===== src/rtl/snitch_icache_lookup_arbiter_pkg.sv =====
// Shared types for the icache lookup arbiter: flush sequencer states,
// default lookup request/response layouts and the port-index width helper.
package snitch_icache_lookup_arbiter_pkg;

   typedef enum logic [1:0] {
      ST_IDLE  = 2'd0,
      ST_DRAIN = 2'd1,
      ST_FLUSH = 2'd2,
      ST_DONE  = 2'd3
   } flush_state_e;

   typedef struct packed {
      int unsigned nr_ports;
      int unsigned fetch_aw;
      int unsigned id_width;
      int unsigned line_width;
      int unsigned set_align;
      int unsigned max_outstanding;
   } config_t;

   localparam int unsigned DEF_FETCH_AW   = 32;
   localparam int unsigned DEF_LKP_ID_W   = 5;
   localparam int unsigned DEF_LINE_WIDTH = 128;
   localparam int unsigned DEF_SET_ALIGN  = 1;

   typedef struct packed {
      logic [DEF_FETCH_AW-1:0] addr;
      logic [DEF_LKP_ID_W-1:0] id;
   } lkp_req_t;

   typedef struct packed {
      logic [DEF_FETCH_AW-1:0]   addr;
      logic [DEF_LKP_ID_W-1:0]   id;
      logic [DEF_SET_ALIGN-1:0]  set;
      logic                      hit;
      logic [DEF_LINE_WIDTH-1:0] data;
      logic                      error;
   } lkp_rsp_t;

   // A single requester still carries one index bit so the ID layout never collapses.
   function automatic int unsigned port_width(input int unsigned n);
      return (n > 1) ? $clog2(n) : 1;
   endfunction

endpackage


===== src/rtl/snitch_icache_lookup_arbiter_if.sv =====
// Lookup-side bus: request, response and flush handshakes towards the shared
// tag/data lookup stage.
interface snitch_icache_lookup_arbiter_if #(
   parameter int unsigned FETCH_AW   = 32,
   parameter int unsigned LKP_ID_W   = 5,
   parameter int unsigned LINE_WIDTH = 128,
   parameter int unsigned SET_ALIGN  = 1
) ();
   logic [FETCH_AW-1:0]   addr;
   logic [LKP_ID_W-1:0]   id;
   logic                  valid;
   logic                  ready;
   logic [FETCH_AW-1:0]   rsp_addr;
   logic [LKP_ID_W-1:0]   rsp_id;
   logic [SET_ALIGN-1:0]  rsp_set;
   logic                  rsp_hit;
   logic [LINE_WIDTH-1:0] rsp_data;
   logic                  rsp_error;
   logic                  rsp_valid;
   logic                  rsp_ready;
   logic                  flush_valid;
   logic                  flush_ready;

   modport master (
      output addr, id, valid, rsp_ready, flush_valid,
      input  ready, rsp_addr, rsp_id, rsp_set, rsp_hit, rsp_data, rsp_error, rsp_valid,
             flush_ready
   );

   modport slave (
      input  addr, id, valid, rsp_ready, flush_valid,
      output ready, rsp_addr, rsp_id, rsp_set, rsp_hit, rsp_data, rsp_error, rsp_valid,
             flush_ready
   );
endinterface


===== src/rtl/snitch_icache_lookup_arbiter_chk.sv =====
// Protocol checks on the lookup response stream seen by the arbiter.
module snitch_icache_lookup_arbiter_chk #(
   parameter int unsigned NR_PORTS = 2,
   parameter int unsigned PORT_W   = 1
) (
   input logic              clk_i,
   input logic              rst_ni,
   input logic              rsp_hs_i,
   input logic              cnt_zero_i,
   input logic              rsp_valid_i,
   input logic [PORT_W-1:0] rsp_port_i
);
   a_rsp_without_outstanding: assert property (
      @(posedge clk_i) disable iff (!rst_ni) rsp_hs_i |-> !cnt_zero_i);

   a_rsp_port_in_range: assert property (
      @(posedge clk_i) disable iff (!rst_ni) rsp_valid_i |-> (int'(rsp_port_i) < NR_PORTS));
endmodule


===== src/rtl/snitch_icache_lookup_arbiter_rr.sv =====
// Round-robin arbiter with lock-in: a presented but unaccepted grant is held
// until its handshake; the priority pointer only advances on acceptance.
module snitch_icache_lookup_arbiter_rr #(
   parameter int unsigned NR_PORTS = 2,
   parameter int unsigned PORT_W   = 1
) (
   input  logic                clk_i,
   input  logic                rst_ni,
   input  logic [NR_PORTS-1:0] req_i,
   input  logic                gnt_i,
   output logic                valid_o,
   output logic                lock_o,
   output logic [PORT_W-1:0]   idx_o
);
   localparam logic [PORT_W-1:0] LAST = PORT_W'(NR_PORTS - 1);

   logic [PORT_W-1:0] ptr_q, ptr_d, lock_idx_q, lock_idx_d, cand;
   logic              lock_q, lock_d;

   // Scan from farthest to nearest so the requester closest to the pointer wins.
   always_comb begin
      valid_o = 1'b0;
      idx_o   = ptr_q;
      cand    = '0;
      if (lock_q) begin
         valid_o = req_i[lock_idx_q];
         idx_o   = lock_idx_q;
      end else begin
         for (int unsigned k = 0; k < NR_PORTS; k++) begin
            cand    = PORT_W'((int'(ptr_q) + NR_PORTS - 1 - k) % NR_PORTS);
            idx_o   = req_i[cand] ? cand : idx_o;
            valid_o = valid_o | req_i[cand];
         end
      end
   end

   // Pointer and lock next-state.
   always_comb begin
      lock_d     = valid_o && !gnt_i;
      lock_idx_d = idx_o;
      ptr_d      = ptr_q;
      if (valid_o && gnt_i) begin
         ptr_d = (idx_o == LAST) ? '0 : idx_o + PORT_W'(1);
      end else begin
         ptr_d = ptr_q;
      end
   end

   // Arbiter state registers.
   always_ff @(posedge clk_i) begin
      if (!rst_ni) begin
         ptr_q      <= '0;
         lock_q     <= 1'b0;
         lock_idx_q <= '0;
      end else begin
         ptr_q      <= ptr_d;
         lock_q     <= lock_d;
         lock_idx_q <= lock_idx_d;
      end
   end

   assign lock_o = lock_q;
endmodule


===== src/rtl/snitch_icache_lookup_arbiter.sv =====
// Shares one icache lookup stage among NR_PORTS requesters: round-robin request
// arbitration with ID extension, response demux and flush sequencing.
module snitch_icache_lookup_arbiter
   import snitch_icache_lookup_arbiter_pkg::*;
#(
   parameter int unsigned NR_PORTS        = 2,
   parameter int unsigned FETCH_AW        = 32,
   parameter int unsigned ID_WIDTH        = 4,
   parameter int unsigned LINE_WIDTH      = 128,
   parameter int unsigned SET_ALIGN       = 1,
   parameter int unsigned MAX_OUTSTANDING = 4
) (
   input  logic                               clk_i,
   input  logic                               rst_ni,
   input  logic                               flush_valid_i,
   output logic                               flush_ready_o,
   input  logic [NR_PORTS-1:0][FETCH_AW-1:0]  req_addr_i,
   input  logic [NR_PORTS-1:0][ID_WIDTH-1:0]  req_id_i,
   input  logic [NR_PORTS-1:0]                req_valid_i,
   output logic [NR_PORTS-1:0]                req_ready_o,
   output logic [FETCH_AW-1:0]                rsp_addr_o,
   output logic [ID_WIDTH-1:0]                rsp_id_o,
   output logic [SET_ALIGN-1:0]               rsp_set_o,
   output logic                               rsp_hit_o,
   output logic [LINE_WIDTH-1:0]              rsp_data_o,
   output logic                               rsp_error_o,
   output logic [NR_PORTS-1:0]                rsp_valid_o,
   input  logic [NR_PORTS-1:0]                rsp_ready_i,
   snitch_icache_lookup_arbiter_if.master     lkp
);
   localparam int unsigned       PORT_W  = port_width(NR_PORTS);
   localparam int unsigned       CNT_W   = $clog2(MAX_OUTSTANDING + 1);
   localparam logic [CNT_W-1:0]  CNT_MAX = CNT_W'(MAX_OUTSTANDING);

   flush_state_e        state_q, state_d;
   logic [CNT_W-1:0]    out_cnt_q, out_cnt_d;
   logic                gnt_en, arb_valid, arb_lock, req_hs, rsp_hs;
   logic [PORT_W-1:0]   arb_idx, rsp_port;
   logic [NR_PORTS-1:0] arb_req;

   // A locked grant is finished even if a flush or the limit would block new ones.
   assign gnt_en  = arb_lock || ((state_q == ST_IDLE) && (out_cnt_q < CNT_MAX));
   assign arb_req = req_valid_i & {NR_PORTS{gnt_en}};
   assign req_hs  = lkp.valid && lkp.ready;
   assign rsp_hs  = lkp.rsp_valid && lkp.rsp_ready;
   assign rsp_port = lkp.rsp_id[ID_WIDTH+PORT_W-1 -: PORT_W];

   snitch_icache_lookup_arbiter_rr #(
      .NR_PORTS (NR_PORTS),
      .PORT_W   (PORT_W)
   ) i_rr (
      .clk_i   (clk_i),
      .rst_ni  (rst_ni),
      .req_i   (arb_req),
      .gnt_i   (lkp.ready),
      .valid_o (arb_valid),
      .lock_o  (arb_lock),
      .idx_o   (arb_idx)
   );

   // Request path: selected requester onto the lookup port, index prepended to its ID.
   always_comb begin
      lkp.valid   = arb_valid;
      lkp.addr    = '0;
      lkp.id      = '0;
      req_ready_o = '0;
      if (arb_valid) begin
         lkp.addr             = req_addr_i[arb_idx];
         lkp.id               = {arb_idx, req_id_i[arb_idx]};
         req_ready_o[arb_idx] = lkp.ready;
      end else begin
         req_ready_o = '0;
      end
   end

   // Response demux on the ID MSBs.
   always_comb begin
      rsp_valid_o   = '0;
      lkp.rsp_ready = 1'b0;
      for (int unsigned i = 0; i < NR_PORTS; i++) begin
         rsp_valid_o[i] = lkp.rsp_valid && (rsp_port == PORT_W'(i));
         lkp.rsp_ready  = lkp.rsp_ready | (rsp_ready_i[i] && (rsp_port == PORT_W'(i)));
      end
   end

   assign rsp_addr_o      = lkp.rsp_addr;
   assign rsp_id_o        = lkp.rsp_id[ID_WIDTH-1:0];
   assign rsp_set_o       = lkp.rsp_set;
   assign rsp_hit_o       = lkp.rsp_hit;
   assign rsp_data_o      = lkp.rsp_data;
   assign rsp_error_o     = lkp.rsp_error;
   assign lkp.flush_valid = (state_q == ST_FLUSH);
   assign flush_ready_o   = (state_q == ST_DONE);

   // Outstanding counter, saturating at both ends.
   always_comb begin
      out_cnt_d = out_cnt_q;
      if (req_hs && !rsp_hs && (out_cnt_q != CNT_MAX)) begin
         out_cnt_d = out_cnt_q + CNT_W'(1);
      end else if (rsp_hs && !req_hs && (out_cnt_q != '0)) begin
         out_cnt_d = out_cnt_q - CNT_W'(1);
      end else begin
         out_cnt_d = out_cnt_q;
      end
   end

   // Flush sequencer; DRAIN waits until nothing is in flight or being presented.
   always_comb begin
      state_d = state_q;
      case (state_q)
         ST_IDLE:  state_d = flush_valid_i ? ST_DRAIN : ST_IDLE;
         ST_DRAIN: state_d = ((out_cnt_q == '0) && !lkp.valid) ? ST_FLUSH : ST_DRAIN;
         ST_FLUSH: state_d = lkp.flush_ready ? ST_DONE : ST_FLUSH;
         ST_DONE:  state_d = ST_IDLE;
         default:  state_d = ST_IDLE;
      endcase
   end

   // State and counter registers.
   always_ff @(posedge clk_i) begin
      if (!rst_ni) begin
         state_q   <= ST_IDLE;
         out_cnt_q <= '0;
      end else begin
         state_q   <= state_d;
         out_cnt_q <= out_cnt_d;
      end
   end

   snitch_icache_lookup_arbiter_chk #(
      .NR_PORTS (NR_PORTS),
      .PORT_W   (PORT_W)
   ) i_chk (
      .clk_i       (clk_i),
      .rst_ni      (rst_ni),
      .rsp_hs_i    (rsp_hs),
      .cnt_zero_i  (out_cnt_q == '0),
      .rsp_valid_i (lkp.rsp_valid),
      .rsp_port_i  (rsp_port)
   );
endmodule


===== src/flat_wrapper.sv =====
// flat-port wrapper written by rule: the top's interface ports become plain ports
module snitch_icache_lookup_arbiter_flat import snitch_icache_lookup_arbiter_pkg::*;
#(
   parameter int unsigned NR_PORTS        = 2,
   parameter int unsigned FETCH_AW        = 32,
   parameter int unsigned ID_WIDTH        = 4,
   parameter int unsigned LINE_WIDTH      = 128,
   parameter int unsigned SET_ALIGN       = 1,
   parameter int unsigned MAX_OUTSTANDING = 4
)
  (clk_i, rst_ni, flush_valid_i, flush_ready_o, req_addr_i, req_id_i, req_valid_i, req_ready_o, rsp_addr_o, rsp_id_o, rsp_set_o, rsp_hit_o, rsp_data_o, rsp_error_o, rsp_valid_o, rsp_ready_i, lkp_addr, lkp_id, lkp_valid, lkp_rsp_ready, lkp_flush_valid, lkp_ready, lkp_rsp_addr, lkp_rsp_id, lkp_rsp_set, lkp_rsp_hit, lkp_rsp_data, lkp_rsp_error, lkp_rsp_valid, lkp_flush_ready);
  snitch_icache_lookup_arbiter_if #(.FETCH_AW(FETCH_AW), .LINE_WIDTH(LINE_WIDTH), .SET_ALIGN(SET_ALIGN)) lkp_i ();
  input  logic clk_i;
  input  logic rst_ni;
  input  logic flush_valid_i;
  output logic flush_ready_o;
  input  logic [NR_PORTS-1:0][FETCH_AW-1:0] req_addr_i;
  input  logic [NR_PORTS-1:0][ID_WIDTH-1:0] req_id_i;
  input  logic [NR_PORTS-1:0] req_valid_i;
  output logic [NR_PORTS-1:0] req_ready_o;
  output logic [FETCH_AW-1:0] rsp_addr_o;
  output logic [ID_WIDTH-1:0] rsp_id_o;
  output logic [SET_ALIGN-1:0] rsp_set_o;
  output logic rsp_hit_o;
  output logic [LINE_WIDTH-1:0] rsp_data_o;
  output logic rsp_error_o;
  output logic [NR_PORTS-1:0] rsp_valid_o;
  input  logic [NR_PORTS-1:0] rsp_ready_i;
  output wire logic [$bits(lkp_i.addr)-1:0] lkp_addr;
  output wire logic [$bits(lkp_i.id)-1:0] lkp_id;
  output wire logic [$bits(lkp_i.valid)-1:0] lkp_valid;
  output wire logic [$bits(lkp_i.rsp_ready)-1:0] lkp_rsp_ready;
  output wire logic [$bits(lkp_i.flush_valid)-1:0] lkp_flush_valid;
  input wire logic [$bits(lkp_i.ready)-1:0] lkp_ready;
  input wire logic [$bits(lkp_i.rsp_addr)-1:0] lkp_rsp_addr;
  input wire logic [$bits(lkp_i.rsp_id)-1:0] lkp_rsp_id;
  input wire logic [$bits(lkp_i.rsp_set)-1:0] lkp_rsp_set;
  input wire logic [$bits(lkp_i.rsp_hit)-1:0] lkp_rsp_hit;
  input wire logic [$bits(lkp_i.rsp_data)-1:0] lkp_rsp_data;
  input wire logic [$bits(lkp_i.rsp_error)-1:0] lkp_rsp_error;
  input wire logic [$bits(lkp_i.rsp_valid)-1:0] lkp_rsp_valid;
  input wire logic [$bits(lkp_i.flush_ready)-1:0] lkp_flush_ready;
  assign lkp_addr = lkp_i.addr;
  assign lkp_id = lkp_i.id;
  assign lkp_valid = lkp_i.valid;
  assign lkp_rsp_ready = lkp_i.rsp_ready;
  assign lkp_flush_valid = lkp_i.flush_valid;
  assign lkp_i.ready = lkp_ready;
  assign lkp_i.rsp_addr = lkp_rsp_addr;
  assign lkp_i.rsp_id = lkp_rsp_id;
  assign lkp_i.rsp_set = lkp_rsp_set;
  assign lkp_i.rsp_hit = lkp_rsp_hit;
  assign lkp_i.rsp_data = lkp_rsp_data;
  assign lkp_i.rsp_error = lkp_rsp_error;
  assign lkp_i.rsp_valid = lkp_rsp_valid;
  assign lkp_i.flush_ready = lkp_flush_ready;
  snitch_icache_lookup_arbiter #(.NR_PORTS(NR_PORTS), .FETCH_AW(FETCH_AW), .ID_WIDTH(ID_WIDTH), .LINE_WIDTH(LINE_WIDTH), .SET_ALIGN(SET_ALIGN), .MAX_OUTSTANDING(MAX_OUTSTANDING)) u_core (.clk_i(clk_i), .rst_ni(rst_ni), .flush_valid_i(flush_valid_i), .flush_ready_o(flush_ready_o), .req_addr_i(req_addr_i), .req_id_i(req_id_i), .req_valid_i(req_valid_i), .req_ready_o(req_ready_o), .rsp_addr_o(rsp_addr_o), .rsp_id_o(rsp_id_o), .rsp_set_o(rsp_set_o), .rsp_hit_o(rsp_hit_o), .rsp_data_o(rsp_data_o), .rsp_error_o(rsp_error_o), .rsp_valid_o(rsp_valid_o), .rsp_ready_i(rsp_ready_i), .lkp(lkp_i));
endmodule

===== config.mk =====
export PLATFORM = sky130hd
export DESIGN_NAME = snitch_icache_lookup_arbiter_flat
export DESIGN_NICKNAME = d
export VERILOG_FILES = /design/src/rtl/snitch_icache_lookup_arbiter_pkg.sv /design/src/rtl/snitch_icache_lookup_arbiter_if.sv /design/src/rtl/snitch_icache_lookup_arbiter_chk.sv /design/src/rtl/snitch_icache_lookup_arbiter_rr.sv /design/src/rtl/snitch_icache_lookup_arbiter.sv /design/src/flat_wrapper.sv
export SDC_FILE = /design/constraint.sdc
export NUM_CORES = 1
export LEC_CHECK = 0
export ABC_AREA = 1
export BUFFER_PORTS_ARGS = -buffer_cell sky130_fd_sc_hd__buf_4
export CORE_AREA = 5 5 176 178
export CTS_BUF_LIST = sky130_fd_sc_hd__clkbuf_2
export DETAILED_ROUTE_END_ITERATION = 10
export DIE_AREA = 0 0 181 183
export SETUP_SLACK_MARGIN = 0.4
export SLEW_MARGIN = 20
export SYNTH_ARGS = -nofsm -noshare
export SYNTH_HDL_FRONTEND = slang
export SYNTH_SLANG_ARGS = --single-unit

===== constraint.sdc =====
create_clock -name clk_i -period 2.32 [get_ports clk_i]
set_clock_uncertainty 0.1 [all_clocks]
set_input_delay 0.464 -clock clk_i [delete_from_list [all_inputs] [get_ports clk_i]]
set_output_delay 0.464 -clock clk_i [all_outputs]
set_load 0.1 [all_outputs]

; ---- Word-level counts from Yosys, hierarchy flattened
; Index checks and enable logic that the tools add are counted.
[classes]
n_eq_ne = 4
n_addsub = 6
n_lt_le_gt_ge = 6
shift = 0
bitwise = 5
reduce_logical = 23
div = 0
multipliers = 0
n_mux = 26
[op_table]
columns = cell, n
row1 = 32-bit two-way mux, 3
row2 = 1-bit logical AND, 14
row3 = 1-bit two-way mux, 14
row4 = "1-bit by 2-bit less-than comparator with 1-bit output, second input constant", 4
row5 = 4-bit two-way mux, 2
row6 = 2-bit one-hot mux with 4 select lines, 1
row7 = 3-bit two-way mux, 2
row8 = 5-bit two-way mux, 1
row9 = 2-bit AND, 2
row10 = "2-bit equality test, second input constant", 2
row11 = 1-bit zero test, 4
row12 = 2-bit two-way mux, 2
row13 = "3-bit by 1-bit adder with 3-bit output, second input constant", 1
row14 = 3-bit zero test, 1
row15 = "3-bit less-than comparator, second input constant", 1
row16 = "3-bit inequality test, second input constant", 1
row17 = 3-bit nonzero test, 1
row18 = "3-bit by 1-bit subtractor with 3-bit output, second input constant", 1
row19 = "1-bit adder, second input constant", 2
row20 = "2-bit by 1-bit equality test with 1-bit output, second input constant", 1
row21 = 2-bit zero test, 1
row22 = 1-bit OR, 2
row23 = 2-bit nonzero test, 1
row24 = "1-bit subtractor, second input constant", 2
row25 = 4 further kinds, 4
[word_totals]
reg_bits = 8
mem_bits_ro = 0
ramBits = 0
input_bits = 250
latchBits = 0
mem_count = 0

; ---- Depth between registers and ports, before layout
; Gate-level depths: netlist of run 1.
[logic_depth]
depth_word = 15
mapped_depth = 12

; ---- Hierarchy
; Synthesis of run 1 repeated with hierarchy kept, for this count alone.
[unflattened]
hier_cells = 381
area_unflattened_um2 = 2339.7
[modules_own_cells]
columns = mod, cells_per_inst, instances, seq_area_each_um2, area_per_inst_um2
row1 = snitch_icache_lookup_arbiter, 355, 1, 100.1, 2170.8
row2 = snitch_icache_lookup_arbiter_rr, 26, 1, 60.1, 168.9

; ---- Worst setup path after synthesis of run 1
; No wires, ideal clock.
[synth_path]
path_kind = input-to-reg
startpoint = in rsp_ready_i[0]
endpoint = reg u_core.out_cnt_q[1]
path_slack_ns = -1.528
stages = 7
arrival_ns = 3.632
n_path_buf = 0
cell_sequence = inv_1 > o21ai_0 > a21oi_1 > nand3_1 > fa_1 > nor2_1 > nor2_1
[synth_between]
elab_chain_cells = 7
[synth_lines]
columns = element, line
row1 = start: declaration, flat_wrapper.sv:28  ; input logic [NR_PORTS-1:0] rsp_ready_i;
row2 = 1-bit logical AND, snitch_icache_lookup_arbiter.sv:82  ; lkp.rsp_ready = lkp.rsp_ready | (rsp_ready_i[i] && (rsp_port == PORT_W'(i)));
row3 = 1-bit OR, snitch_icache_lookup_arbiter.sv:82
row4 = net lkp_rsp_ready, flat_wrapper.sv:32  ; output wire logic [$bits(lkp_i.rsp_ready)-1:0] lkp_rsp_ready;
row5 = 1-bit logical AND, snitch_icache_lookup_arbiter.sv:45  ; assign rsp_hs = lkp.rsp_valid && lkp.rsp_ready;
row6 = 1-bit zero test, snitch_icache_lookup_arbiter.sv:98  ; if (req_hs && !rsp_hs && (out_cnt_q != CNT_MAX)) begin
row7 = 1-bit logical AND (2 in series), snitch_icache_lookup_arbiter.sv:98
row8 = 3-bit two-way mux, snitch_icache_lookup_arbiter.sv:98
row9 = net u_core.out_cnt_d[1], snitch_icache_lookup_arbiter.sv:36  ; logic [CNT_W-1:0] out_cnt_q, out_cnt_d;
row10 = end signal: assignment, snitch_icache_lookup_arbiter.sv:126  ; out_cnt_q <= out_cnt_d;
row11 = end: declaration, snitch_icache_lookup_arbiter.sv:36
; The timed path passes the listed nets, and every way through them passes these cells.
; A chain may end at the register's enable or synchronous reset.

==> results.md, run 1 <==
Power:
- The internal portion of the total power is 2890 uW.
- The power density over the cells is 1740 nW/um^2.
- For this design the static power due to leakage is 0.00165 uW.
- The proportion of power drawn by the clock network is 1.1%.
- The power spent charging and discharging nets is 4350 uW.
- The combinational cell fraction of total power is 95.8%.
- VDD sags by at most 0.572 mV.
- The switching part of the total is 60.1%.
- Registers are responsible for 3.0% of the overall power.

STA:
- At the pin with the least slew margin, the transition time is 0.393 ns.
- The final cycle utilization of the critical path is 109%.
- The tightest slew margin relative to the limit is 73.6%.
- The fmax is 396 MHz.
- The final count of pins violating max slew is 0.
- In the post-route analysis, the smallest setup slack over all paths is -0.205 ns.
- Subtracting the final worst setup slack from the clock period gives 2.53 ns.
- The count of final hold-check violations is 0.
- The setup-violating endpoint count in the final report is 41.
- Setup repair after global routing could not meet its margin everywhere.
- Hold timing on the final database bottoms out at a slack of 0.371 ns.
- The summed negative setup slack over all endpoints is -5.88 ns.

Place:
- Prior to clock tree synthesis, the placed netlist has a worst setup slack of -0.202 ns.
- The HPWL after detailed placement is 8.51 mm.
- Routability-driven placement finished with a final weighted congestion of 0.771.
- The number of port buffers is 127.

Clocking:
- The library cell used as clock root buffer is clkbuf_2.
- The maximum root-to-sink buffer count is 2.
- The insertion delay of the later-clocked pin in the worst-skew pair is 0.23 ns.
- After clock tree synthesis, the clock-pin slew on the worst setup and hold paths is 0.07 ns.
- TritonCTS built the clock tree.
- The total CTS buffers is 3.
- The hold buffer count at cts is 0.
- The number of clock sinks is 8.
- The number of H-tree levels is 1.

Setup path:
- The logic depth of the worst setup path including buffers is 11.
- The critical path class is reg2out.
- The signal on the critical path passes through nor2_4 -> nand2_2 -> nand2_4 -> nand2_4 -> o211ai_4 -> nand2_8 -> buf_12 -> buf_6 -> o21ai_4 -> nor2_4 -> buf_12.
- The capturing instance or port of the critical path is lkp_addr[6].
- For this run, the slowest stage of the critical path takes 0.34 ns.
- The endpoint kind of the worst setup timing path is an output pin.
- The maximum fanout count along the critical path is 8.
- The critical path contains buffers and inverters numbering 3 combined.
- The cell type group with the largest total delay on the critical path is simple AND/OR/NAND/NOR gates.
- The critical path arrival is 1.96 ns.
- The critical register-to-register path endpoint is u_core.out_cnt_q[2].
- The slowest stage of the critical path is the dfxtp_2 cell.
- The number of cells traversed by the worst register-to-register path is 16.
- The worst register-to-register path has a setup slack of -0.03 ns.
- The startpoint class of the critical path is a flop.
- STA puts the critical path data required time at 1.76 ns.

Detailed routing:
- The initial DRC count is 38.
- The post-detailed-route DRC marker count is 0.
- The routed layout has 2261 vias.
- The routed wire length is 12.1 mm.
- The number of iterations in the first detailed-routing pass is 4.
- The routed wire length per instance is 15.9 um.
- After detailed routing, the number of vias per cell comes to 2.98.
- The antenna violation net count after detailed routing is 0.

Run status:
- The run finished, with violations left.
- The checks that failed: setup timing.

Global route:
- The number of global-route vias before repair is 2295.
- The first global-routing pass estimated 14.7 mm of wire.
- Summed over all layers, the global routing overflow is 0.
- The aggregate global-route resource usage is 6.00%.
- The pin count of the biggest net entering global routing is 20.
- The number of antenna violations at the first check in global routing was 1.

Flow run:
- Across the run, the number of max-cap violations was 0.

Floorplanning:
- The die area is 33100 sq um.
- The region available for standard cell placement spans 29200 sq um.
- The die is 183 um tall.
- Measured along the x axis, the die boundary spans 181 um.
- For this configuration, the core starts out at a cell density of 7.87%.
- The floorplan row count is 63.
- For this design the top-level I/O count stands at 462.

Layout:
- Cells with a size suffix above 1 make up 77.4% of the layout.
- From synthesis to final layout, the design area changed by 80.8%.
- In the layout the commonest cells are buf_4 (111), buf_12 (51), nor2_4 (42).
- The most common cell after layout, fill and taps aside is buf_4.
- At the end of the flow the core is filled with cells to 14.2%.
- The final layout contains 620 nets.

Yosys:
- The gate count after technology mapping is 368.
- The combined area of all synthesized cells is 2300 sq um.
- The net count after synthesis is 619.
- Each instance of the synthesized netlist takes up on average 6.25 sq um.
- Counting flops and latches in the post-synthesis netlist gives 8.
- The sequential area share after synthesis is 6.96%.
- Yosys printed 0 warnings.
- The number of different library cells used by synthesis comes to 23.

Worst hold path:
- The class of the tightest hold or removal check is in2reg.
-- routing by layer --
metal	global-route usage, %	wire length [um]
met5	0	0
met4	6.36	1110
met3	3.77	1910
met2	9.27	5360
met1	5.09	3690
-- per-stage QoR --
stage / std cells / total power [uW] / area, sq um
floorplan: 368 / 5360 / 2710
global placement: 729 / 5130 / 3040
detailed placement: 729 / 5170 / 3040
CTS: 736 / 6450 / 3650
global route: 758 / 7550 / 4160
finish: 758 / 7240 / 4160
-- cells by family (layout without fill, tap and decap cells) --
group           Yosys count  count (layout)  share of synthesized area (%)
flops                     8               8                           6.96
other cells               0               1                              0
simple gates            118             118                           20.4
compound gates           45              45                           10.7
fa+ha+maj                 1               1                          0.870
buf+inv                 196             195                           61.1
-- synth_stat cells (all sizes together) --
cell type	count	area share (%)
or2	1	0.27
a31oi	1	0.27
o211ai	1	0.54
o21ai	39	9.0
nor3	3	0.65
nand2	22	3.9
a21oi	4	0.87
fa	1	0.87
nor2	85	14
nand4	2	0.54
buf	176	58
dfxtp	8	7.0
nand3	5	1.1
clkbuf	2	0.33
inv	18	3.0
-- how the worst min path moves through the flow --
stage / startpoint / to / slack [ns] / depth (start not counted)
global placement: u_core.i_rr.ptr_q / u_core.i_rr.ptr_q / 0.45 / 4
global route: lkp_ready / u_core.i_rr.lock_o / 0.35 / 2
floorplan: u_core.out_cnt_q[2] / u_core.out_cnt_q[2] / 0.38 / 2
CTS: lkp_ready / u_core.i_rr.lock_o / 0.34 / 2
detailed placement: u_core.i_rr.ptr_q / u_core.i_rr.ptr_q / 0.46 / 4
finish: lkp_ready / u_core.i_rr.lock_o / 0.37 / 2
-- worst register-to-register path, delay by kind of cell (launching register included) --
family	cells	cell delay [ns]
simple gates	10	0.86
buf+inv	5	0.61
fa+ha+maj	1	0.36
flops	1	0.34
-- repair_timing --
| action | in CTS | in global routing |
|---|---|---|
| pin swaps | 3 | 7 |
| endpoints found under the hold margin | 0 | 0 |
| buffers inserted | 3 | 18 |
| gates cloned | 1 | 3 |
| resized for setup | 138 | 59 |
| endpoints found under the setup margin | 43 | 43 |
-- area by class of cell --
class,instances,area (sq um)
sequential,8,163
clock buffer,3,15.0
tap,390,488
multi-input combinational,164,1340
inverter,18,96.3
antenna,1,2.50
timing repair buffer,174,2050
fill,3318,25100
-- power by group through the flow --
| stage | logic, uW | clock network [uW] | registers (uW) |
|---|---|---|---|
| final | 6940 | 82.1 | 219 |
| after global routing | 7230 | 95.6 | 224 |
| after CTS | 6150 | 88.0 | 213 |
| after detailed placement | 4960 | 0 | 217 |
| after global placement | 4920 | 0 | 214 |
| after floorplan | 5140 | 0 | 213 |
No activity file was read; power rests on OpenSTA's default activity.
==> run 2, diff against run 1 <==
--- a/config.mk
+++ b/config.mk
@@ -11,6 +11,7 @@
 export CTS_BUF_LIST = sky130_fd_sc_hd__clkbuf_2
 export DETAILED_ROUTE_END_ITERATION = 10
 export DIE_AREA = 0 0 181 183
+export RECOVER_POWER = 100
 export SETUP_SLACK_MARGIN = 0.4
 export SLEW_MARGIN = 20
 export SYNTH_ARGS = -nofsm -noshare
==> run 2 against run 1 <==
The flow still finishes with violations (setup timing); sequential share of layout area barely moved; worst setup slack barely moved; clock power barely moved; hold slack barely moved; routed wire length barely moved; final area fell by 0.24%.
==> results.md, run 2 (synthesized netlist as in run 1, its figures left out) <==
Floorplanning:
- The floorplan row count is 63 (unchanged).
- The die area is 33100 sq um (unchanged).
- The starting utilization of the core area was 7.87% (unchanged).
- The die boundary width was 181 um (unchanged).
- The standard cell core area is 29200 sq um (unchanged).
- The total I/O pin count is 462 (unchanged).
- The vertical extent of the die is 183 um (unchanged).

Clocking:
- The maximum root-to-sink buffer count is 2 (unchanged).
- The insertion delay of the later-clocked pin in the worst-skew pair came to 0.23 ns (about the same).
- The clock-pin slew of the registers on the worst-case setup and hold paths is 0.07 ns (about the same).
- CTS placed an instance of clkbuf_2 at the clock tree root.
- The total CTS buffers is 3 (unchanged).
- The number of clock sinks is 8 (unchanged).
- The number of H-tree levels is 1 (unchanged).
- The TritonCTS clock tree is yes.

Setup path:
- The critical register-to-register path endpoint is u_core.out_cnt_q[2].
- The required time of the critical path is 1.76 ns (about the same).
- The number of cells traversed by the worst register-to-register path came to 16 (unchanged).
- The combined buffer and inverter count along the critical path came to 3 (unchanged).
- The critical path class is reg2out.
- Grouping stages by cell kind, the critical path spends the most delay in simple AND/OR/NAND/NOR gates.
- The critical path arrival is 1.96 ns (about the same).
- The delay of the slowest cell on the worst path is 0.34 ns (about the same).
- The worst-case register-to-register setup slack is -0.03 ns (about the same).
- The endpoint kind of the worst setup timing path is an output pin.
- The cell with the largest stage delay on the worst path is dfxtp_2.
- The capturing instance or port of the critical path is lkp_addr[6].
- The startpoint class of the critical path is a flop.
- Traced cell by cell, the critical path runs through nor2_4 -> nand2_2 -> nand2_4 -> nand2_4 -> o211ai_4 -> nand2_8 -> buf_12 -> buf_6 -> o21ai_4 -> nor2_4 -> buf_12.
- The logic depth of the worst setup path including buffers is 11 (unchanged).
- The maximum fanout count along the critical path was 8 (unchanged).

Global route:
- The remaining global-route overflow is 0 (unchanged).
- The pin count of the biggest net entering global routing is 20 (unchanged).
- The number of antenna violations at the first check in global routing is 1 (unchanged).
- The wire length of the first global-routing pass is 14.7 mm (unchanged).
- The number of global-route vias before repair is 2295 (unchanged).
- The aggregate global-route resource usage is 6.00% (unchanged).

Detailed routing:
- The post-detailed-route DRC marker count is 0 (unchanged).
- The routed wire length is 12.1 mm (about the same).
- The initial DRC count is 40 (+5.3%).
- The number of iterations in the first detailed-routing pass came to 4 (unchanged).
- The antenna violation net count after detailed routing is 0 (unchanged).
- The total vias in the final route came to 2262 (+0.044%).
- The ratio of routed vias to standard cells is 2.98 (about the same).
- The routed wire length per instance was 15.9 um (about the same).

Place:
- The post-placement cell count is 729 (unchanged).
- The area of placed instances is 3040 sq um (unchanged).
- The weighted congestion at the end of routability-driven global placement is 0.771 (unchanged).
- The HPWL after detailed placement is 8.51 mm (unchanged).
- The number of port buffers is 127 (unchanged).

STA:
- The final critical path time including I/O delays and setup is 2.52 ns (-0.0000270 ns).
- The setup-violating endpoint count in the final report came to 41 (unchanged).
- The slack of the critical path is -0.205 ns (+0.0000270 ns).
- Setup repair after global routing could not meet its margin everywhere.
- The fmax is 396 MHz (about the same).
- The tightest slew margin relative to the limit is 62.4% (-11 points).
- The final cycle utilization of the critical path was 109% (about the same).
- The actual transition at the worst max-transition pin is 0.567 ns (+0.174 ns).
- The count of final hold-check violations is 0 (unchanged).
- The final count of pins violating max slew is 0 (unchanged).

Layout:
- The number of standard cells in the layout, taps in and fillers out was 758 (unchanged).
- The area of all placed cells without fillers was 4150 sq um (-0.24%).
- The fraction of final layout cells with drive strength greater than 1 is 77.4% (unchanged).
- The area growth from synthesis to layout is 80.3%.
- The post-layout utilization of the core is 14.2% (-0.034 points).
- Leaving out fill and tap cells, the most frequent cells in the layout are buf_4 (107), buf_12 (51), nor2_4 (42).
- The number of nets in the layout is 620 (unchanged).
- The most common cell after layout, fill and taps aside is buf_4.

Run status:
- The flow ran to the end, but the final reports show violations.
- The checks that failed: setup timing.

Power:
- The power density over the cells is 1740 nW/um^2 (+0.21%).
- The worst voltage drop across the vdd grid was 0.573 mV (about the same).
- The static power due to leakage is 0.00165 uW (-0.18%).
- The total power of the final layout is 7240 uW (about the same).

Flow run:
- The max-capacitance violation count came to 0 (unchanged).

Worst hold path:
- The class of the tightest hold or removal check is in2reg.
-- run 2: cell type report --
| type | count | area (sq um) |
|---|---|---|
| clock buffers | 3 | 15.0 |
| flip-flops and latches | 8 | 163 |
| diodes | 1 | 2.50 |
| repair buffers | 174 | 2040 |
| fillers | 3318 | 25100 |
| well taps | 390 | 488 |
| multi-input cells | 164 | 1340 |
| inverters | 18 | 96.3 |
-- run 2: power by group --
part	switching [uW]	total [uW]	internal, uW
combinational	4270	6940	2670
clock	46.7	82.0	35.3
sequential	40.5	219	178
-- run 2: repair_timing --
| item | CTS | global route |
|---|---|---|
| resized for setup | 138 | 59 |
| setup endpoints to repair | 43 | 43 |
| hold buffers | 0 | 0 |
| pin swaps | 3 | 7 |
| cloned | 1 | 3 |
| setup buffers | 3 | 18 |
-- run 2: layer usage --
layer  share of wire (%)  routed length, um  global-route usage (%)
met4                 9.2               1110                    6.36
met2                  44               5360                    9.27
met3                  16               1910                    3.77
met1                  31               3690                    5.09
met5                   0                  0                       0
-- run 2: worst min-delay path by stage --
stage                                    from                  end  cells after the start
after global routing                lkp_ready   u_core.i_rr.lock_o                      2
after floorplan           u_core.out_cnt_q[2]  u_core.out_cnt_q[2]                      2
after global placement      u_core.i_rr.ptr_q    u_core.i_rr.ptr_q                      4
after CTS                           lkp_ready   u_core.i_rr.lock_o                      2
final                               lkp_ready   u_core.i_rr.lock_o                      2
after detailed placement    u_core.i_rr.ptr_q    u_core.i_rr.ptr_q                      4
-- run 2: stage by stage --
step / worst slack, ns / setup TNS (ns) / hold WS [ns]
detailed placement: -0.202 / -4.20 / 0.459
floorplan: 0.0386 / 0 / 0.382
finish: -0.205 / -5.88 / 0.371
CTS: -0.240 / -7.67 / 0.336
global placement: -0.234 / -4.17 / 0.453
global route: -0.366 / -12.85 / 0.354
